--- src/rtl/mdu_pkg.sv ---
// Shared definitions for the iterative RV32M multiply/divide unit.
//   XLEN           default operand/result width
//   mdu_op_e       funct3 encodings of the M extension
//   mdu_state_e    control FSM states
//   is_signed_a/b  operand signedness per operation
package mdu_pkg;

    localparam int XLEN = 32;

    typedef enum logic [2:0] {
        OP_MUL    = 3'b000,
        OP_MULH   = 3'b001,
        OP_MULHSU = 3'b010,
        OP_MULHU  = 3'b011,
        OP_DIV    = 3'b100,
        OP_DIVU   = 3'b101,
        OP_REM    = 3'b110,
        OP_REMU   = 3'b111
    } mdu_op_e;

    typedef enum logic [1:0] {
        IDLE = 2'd0,
        CALC = 2'd1,
        DONE = 2'd2
    } mdu_state_e;

    // MUL only keeps the low half, which is identical for signed and
    // unsigned operands, so it runs as unsigned.
    function automatic logic is_signed_a(input mdu_op_e op);
        return (op inside {OP_MULH, OP_MULHSU, OP_DIV, OP_REM});
    endfunction

    function automatic logic is_signed_b(input mdu_op_e op);
        return (op inside {OP_MULH, OP_DIV, OP_REM});
    endfunction

endpackage

--- src/rtl/mdu_negate.sv ---
// Conditional two's-complement negation.
//   i_neg  negate when high
//   i_val  input value (W bits)
//   o_val  i_val or -i_val
module mdu_negate #(
    parameter int W = 32
) (
    input  logic         i_neg,
    input  logic [W-1:0] i_val,
    output logic [W-1:0] o_val
);

    assign o_val = i_neg ? (~i_val + W'(1)) : i_val;

endmodule

--- src/rtl/iterative_mdu.sv ---
// Execute-stage RV32M unit: shift-add multiply and restoring divide, one
// bit per cycle, sharing one 2*XLEN accumulator.
//   i_clk, i_rst        clock, synchronous active-high reset
//   i_start, i_kill     op valid in EX / flush (kill wins)
//   i_funct3            M-extension operation
//   i_src_a, i_src_b    forwarded rs1 / rs2
//   o_busy              stall request (combinational, high in the start cycle)
//   o_done              one-cycle result strobe
//   o_result            result; holds the last value between strobes
//
// state | meaning
// IDLE  | waiting for start
// CALC  | one multiply/divide iteration per cycle
// DONE  | sign-corrected result presented with o_done
module iterative_mdu
    import mdu_pkg::*;
#(
    parameter int XLEN = mdu_pkg::XLEN
) (
    input  logic            i_clk,
    input  logic            i_rst,
    input  logic            i_start,
    input  logic            i_kill,
    input  logic [2:0]      i_funct3,
    input  logic [XLEN-1:0] i_src_a,
    input  logic [XLEN-1:0] i_src_b,
    output logic            o_busy,
    output logic            o_done,
    output logic [XLEN-1:0] o_result
);

    localparam int CW = $clog2(XLEN);

    mdu_state_e        r_state, w_state_nxt;
    mdu_op_e           r_op;
    logic [CW-1:0]     r_count;
    logic [XLEN-1:0]   r_opnd;       // multiplicand or divisor magnitude
    logic [2*XLEN-1:0] r_acc;        // {hi,lo} product or {rem,quot}
    logic              r_neg_res;
    logic              r_neg_rem;
    logic [XLEN-1:0]   r_result;

    mdu_op_e           w_op;
    logic              w_neg_a, w_neg_b;
    logic [XLEN-1:0]   w_abs_a, w_abs_b;
    logic              w_accept, w_special, w_done;
    logic [XLEN:0]     w_mul_sum;
    logic [2*XLEN-1:0] w_mul_next, w_div_next;
    logic [XLEN:0]     w_rem_sh;
    logic [XLEN-1:0]   w_rem_sub;
    logic              w_rem_ge;
    logic [2*XLEN-1:0] w_prod_fix;
    logic [XLEN-1:0]   w_quot_fix, w_rem_fix, w_sel;

    assign w_op    = mdu_op_e'(i_funct3);
    assign w_neg_a = is_signed_a(w_op) & i_src_a[XLEN-1];
    assign w_neg_b = is_signed_b(w_op) & i_src_b[XLEN-1];

    mdu_negate #(.W(XLEN)) u_abs_a (.i_neg(w_neg_a), .i_val(i_src_a), .o_val(w_abs_a));
    mdu_negate #(.W(XLEN)) u_abs_b (.i_neg(w_neg_b), .i_val(i_src_b), .o_val(w_abs_b));

    // Divide by zero and signed overflow are resolved at accept time and
    // loaded straight into the accumulator as {rem,quot}.
    assign w_special = w_op[2] & ((i_src_b == '0) |
                       (is_signed_a(w_op) & (i_src_a == {1'b1, {(XLEN-1){1'b0}}}) & (&i_src_b)));

    assign w_accept = (r_state == IDLE) & i_start & ~i_kill;
    assign o_busy   = w_accept | (r_state == CALC);
    assign w_done   = (r_state == DONE) & ~i_kill;

    // Multiply: add into upper half on multiplier LSB, carry shifts in on the right.
    assign w_mul_sum  = {1'b0, r_acc[2*XLEN-1:XLEN]} + {1'b0, r_opnd};
    assign w_mul_next = r_acc[0] ? {w_mul_sum, r_acc[XLEN-1:1]} : {1'b0, r_acc[2*XLEN-1:1]};

    // Divide: shifted remainder needs one extra bit before the compare.
    assign w_rem_sh   = r_acc[2*XLEN-1:XLEN-1];
    assign w_rem_ge   = (w_rem_sh >= {1'b0, r_opnd});
    assign w_rem_sub  = w_rem_sh[XLEN-1:0] - r_opnd;
    assign w_div_next = w_rem_ge ? {w_rem_sub, r_acc[XLEN-2:0], 1'b1}
                                 : {w_rem_sh[XLEN-1:0], r_acc[XLEN-2:0], 1'b0};

    mdu_negate #(.W(2*XLEN)) u_fix_prod (.i_neg(r_neg_res), .i_val(r_acc), .o_val(w_prod_fix));
    mdu_negate #(.W(XLEN)) u_fix_quot (.i_neg(r_neg_res), .i_val(r_acc[XLEN-1:0]), .o_val(w_quot_fix));
    mdu_negate #(.W(XLEN)) u_fix_rem (.i_neg(r_neg_rem), .i_val(r_acc[2*XLEN-1:XLEN]), .o_val(w_rem_fix));

    always_comb begin
        w_sel = w_rem_fix;
        case (r_op)
            OP_MUL:                       w_sel = w_prod_fix[XLEN-1:0];
            OP_MULH, OP_MULHSU, OP_MULHU: w_sel = w_prod_fix[2*XLEN-1:XLEN];
            OP_DIV, OP_DIVU:              w_sel = w_quot_fix;
            default:                      w_sel = w_rem_fix;
        endcase
    end

    assign o_done   = w_done;
    assign o_result = w_done ? w_sel : r_result;

    always_comb begin
        w_state_nxt = r_state;
        case (r_state)
            IDLE:    if (w_accept) w_state_nxt = w_special ? DONE : CALC;
            CALC:    if (r_count == '0) w_state_nxt = DONE;
            DONE:    w_state_nxt = IDLE;
            default: w_state_nxt = IDLE;
        endcase
        if (i_kill) w_state_nxt = IDLE;
    end

    always_ff @(posedge i_clk) begin
        if (i_rst) begin
            r_state   <= IDLE;
            r_op      <= OP_MUL;
            r_count   <= '0;
            r_opnd    <= '0;
            r_acc     <= '0;
            r_neg_res <= 1'b0;
            r_neg_rem <= 1'b0;
            r_result  <= '0;
        end else begin
            r_state <= w_state_nxt;
            if (w_accept) begin
                r_op    <= w_op;
                r_count <= CW'(XLEN-1);
                if (w_special) begin
                    r_neg_res <= 1'b0;
                    r_neg_rem <= 1'b0;
                    r_opnd    <= '0;
                    if (i_src_b == '0) r_acc <= {i_src_a, {XLEN{1'b1}}};
                    else               r_acc <= {{XLEN{1'b0}}, i_src_a};
                end else begin
                    r_neg_res <= w_neg_a ^ w_neg_b;
                    r_neg_rem <= w_neg_a;
                    r_opnd    <= w_op[2] ? w_abs_b : w_abs_a;
                    r_acc     <= {{XLEN{1'b0}}, (w_op[2] ? w_abs_a : w_abs_b)};
                end
            end else if (r_state == CALC) begin
                r_acc <= r_op[2] ? w_div_next : w_mul_next;
                if (r_count != '0) r_count <= r_count - CW'(1);
            end
            if (w_done) r_result <= w_sel;
        end
    end

endmodule
--- config.mk ---
export PLATFORM = sky130hd
export DESIGN_NAME = iterative_mdu
export DESIGN_NICKNAME = d
export VERILOG_FILES = /design/src/rtl/mdu_pkg.sv /design/src/rtl/mdu_negate.sv /design/src/rtl/iterative_mdu.sv
export SDC_FILE = /design/constraint.sdc
export NUM_CORES = 1
export LEC_CHECK = 0
export CAP_MARGIN = 40
export CORE_UTILIZATION = 32
export CTS_BUF_LIST = sky130_fd_sc_hd__clkbuf_8 sky130_fd_sc_hd__clkbuf_16
export DETAILED_ROUTE_END_ITERATION = 12
export PLACE_DENSITY = 0.57
export SETUP_SLACK_MARGIN = 0.15
export SLEW_MARGIN = 10
export SYNTH_ARGS = -nofsm -noshare
export SYNTH_HDL_FRONTEND = slang
export SYNTH_SLANG_ARGS = --single-unit
export TNS_END_PERCENT = 20
--- constraint.sdc ---
create_clock -name i_clk -period 3.21 [get_ports i_clk]
set_clock_uncertainty 0.05 [all_clocks]
set_input_delay 0.321 -clock i_clk [delete_from_list [all_inputs] [get_ports i_clk]]
set_output_delay 0.321 -clock i_clk [all_outputs]
set_load 0.01 [all_outputs]
==> summary.txt <==
Status
  • Outcome: finished with violations
  • Failing checks: setup timing

Clock network
  • Total CTS buffers: 17
  • CTS tree: done
  • Clock sinks: 140
  • Clk root buf: clkbuf_16
  • H-tree depth: 4
  • Hold-fix buffers, CTS: 0
  • CTS max path bufs: 2
  • CTS clock-pin slew for the worst setup and hold paths: 70 ps
  • Clk Latency, worst-skew pair: 470 ps

STA
  • Worst Max-Slew Pin Slew: 807.5 ps
  • Final setup TNS: -9160 ps
  • Tmin final: 3658 ps
  • RSZ-0062 raised after global routing: true
  • Max-slew violations: 0
  • Hold Fails Final Rpt: 0
  • Tcrit/Tclk final: 114.0%
  • Worst slew margin relative to its limit: 45.97%
  • Final setup viols: 34
  • Final worst slack: -448.3 ps
  • Max Fclk: 273.4 MHz

Global routing
  • Gr ovfl total: 0
  • First-pass GRT wire length: 104.2 mm
  • Vias in the first global route: 17070
  • Initial antenna violation count: 0
  • Largest net degree at the start of global routing: 105
  • All-layer global routing usage: 28.73%

Logic synthesis
  • Post-synthesis register bit count: 140
  • Mapped Nets: 2285
  • Synthesized area: 0.01507 mm²
  • Largest cells by area after synthesis: dfxtp_1 (19%), a21oi_1 (7.5%), xnor2_1 (6.3%)
  • Syn Inst Count: 2141
  • Yosys top cell by area: dfxtp_1
  • Post-synth EDFFs: 0
  • Post-synthesis sequential area ratio: 18.60%
  • Post-synth ARST share: 0%
  • Area share of the largest cell type after synthesis: 18.60%
  • Synth Flop Type: dfxtp_1
  • Warnings from Yosys: 0
  • Syn avg cell area: 7.038 µm²
  • Synth unique cells: 81

Pwr
  • Leak: 8.411 nW
  • Gate power share: 49.1%
  • Total power: 7.895 mW
  • Psw: 3.284 mW
  • Sequential Power Share: 24.4%
  • PD cells: 379.7 mW/mm²
  • Switching portion of total power: 41.59%
  • Clock power frac: 26.6%
  • Worst vdd ir: 0.0003068 V
  • P_int: 4.611 mW

Setup path
  • CP Launch Type: register
  • Critical path class: reg2out
  • Element type at the critical path end: output pin
  • Crit Path Max Fanout: 2
  • Setup crit start: r_acc[44]
  • Reg-to-reg startpoint: r_acc[32]
  • CP required: 2840 ps
  • Arr. time, crit path: 3290 ps

Die
  • Die Ht: 219.0 µm
  • Rows: 79
  • Chip width: 219.0 µm
  • Initial Util: 32.43%
  • I/O pins: 105
  • Core area: 0.04646 mm²
  • Die area: 0.04796 mm²

Place
  • GP Congestion: 0.9878
  • HPWL Detailed: 55.15 mm
  • PortBufs: 104

Detailed routing
  • Via count: 18380
  • DR pass1 iterations: 6
  • Vias per cell: 5.834
  • DRT iter0 DRCs: 2055
  • WL per Instance: 22.29 µm
  • DRC: 0
  • Routed wire length: 70.23 mm
  • ANT nets after route: 0

Layout
  • Layout cells sized above 1: 26.10%
  • Post-route core utilization: 44.76%
  • P&R area growth vs syn: 37.99%
  • Nets: 2675
  • Ant diodes: 0

Worst hold path
  • Hold Crit Start: i_rst
  • Hold Path Class: in2reg

Job
  • Max-cap violations: 0
[cell families (layout without fill, tap and decap cells)]
group | count (synthesis) | count (layout) | share of synthesized area, %
compound gates | 720 | 720 | 30.62
mux | 60 | 60 | 4.094
flops | 140 | 140 | 18.60
simple gates | 719 | 720 | 23.42
buf+inv | 241 | 643 | 6.178
fa+ha+maj | 73 | 73 | 6.161
xor+xnor | 188 | 188 | 10.93
[routing by layer]
metal,share of wire (%),track usage [%],vias up
met1,44,39.48,8723
met2,43,43.50,888
met4,4.9,13.84,0
met5,0,0,-
met3,7.9,4.435,153
li1,-,-,8619
[synthesized netlist by cell type (all sizes together), types with 20 or more instances]
cell	instances
a21oi	227
nor2	203
nand2	199
clkbuf	149
o21ai	142
dfxtp	140
xnor2	108
xor2	80
ha	71
inv	68
nor3	63
o211ai	53
mux2i	47
a211oi	44
nor2b	39
o31ai	33
nand2b	31
nand4	31
a21o	30
nand3	29
nor4	28
buf	24
o22ai	21
or3	20
[power by group through the flow]
stage / Combinational [mW] / Clock, mW / Sequential, mW
floorplan: 1.93 / 0 / 1.94
global placement: 3.46 / 0 / 1.95
detailed placement: 3.49 / 0 / 1.95
CTS: 3.64 / 2.12 / 1.92
global route: 4.11 / 2.19 / 1.93
finish: 3.87 / 2.10 / 1.92
[per-stage QoR]
stage / setup WS (ps) / area, µm² / hold slack (ps) / std cells
final: -448.3 / 20790 / 284.8 / 3151
after global routing: -554.9 / 20790 / 290.8 / 3151
after CTS: -436.1 / 20380 / 265.0 / 3138
after detailed placement: -405.3 / 19440 / 413.3 / 3099
after global placement: -394.8 / 19440 / 410.0 / 3099
after floorplan: 57.24 / 15090 / 350.3 / 2141
[worst paths after layout]
| path | cells past startpoint | to | slack, ps |
|---|---|---|---|
| setup / recovery | 9 | o_result[28] | -450 |
| hold / removal | 2 | r_acc[59] | 280 |
| setup reg to reg | 11 | r_acc[51] | -90 |
| hold reg to reg | 2 | r_result[23] | 420 |
[worst max-delay path, cell delays in order (launching register included)]
cell,delay [ps]
dfxtp_2,320
or4_4,540
or3_4,370
or4_4,440
or4_4,440
o21ai_2,140
xnor2_1,130
a21oi_1,90
a211oi_2,180
buf_2,170
[area by class of cell]
cell class | count | area [µm²]
Sequential cell | 140 | 2813
Inverter | 68 | 255.2
Multi-Input combinational cell | 1761 | 12020
Fill cell | 4736 | 25660
Clock inverter | 15 | 170.2
Timing Repair Buffer | 543 | 4349
Tap cell | 607 | 759.5
Clock buffer | 17 | 425.4
[timing repair]
item,4_1_cts,5_1_grt
setup endpoints to repair,68,71
buffers inserted,6,13
gates resized for setup,216,88
cloned,1,0
pin swaps,67,45
[cell usage in the layout (no fill, tap or decap), types with 10 or more instances in the layout]
master	count
clkdlybuf4s50_1	70
nand4_1	31
buf_6	20
o41ai_1	11
nand3_1	28
or3_1	16
xnor2_1	108
mux2_2	11
o21ai_2	16
o211ai_1	53
a21oi_2	12
and3_1	10
buf_2	26
dfxtp_1	132
o21ai_1	23
mux2i_1	47
a22oi_1	19
xor2_1	78
a211oi_1	38
a21oi_1	215
nor4_1	18
inv_1	68
ha_1	63
a31oi_1	17
o21ai_0	101
buf_4	414
a22o_1	10
o221ai_1	14
o31ai_1	23
nor2_1	196
nor2b_1	38
o21bai_1	15
nand2b_1	30
nor3_1	58
clkbuf_16	17
a21o_1	30
o22ai_1	21
nand2_1	196
[flip-flops by register name, indices dropped and copies added, names as in the netlist]
signal	count
r_acc	64
r_count	5
r_neg_rem	1
r_neg_res	1
r_op	3
r_opnd	32
r_result	32
r_state	2
No activity file was read; power rests on OpenSTA's default activity.
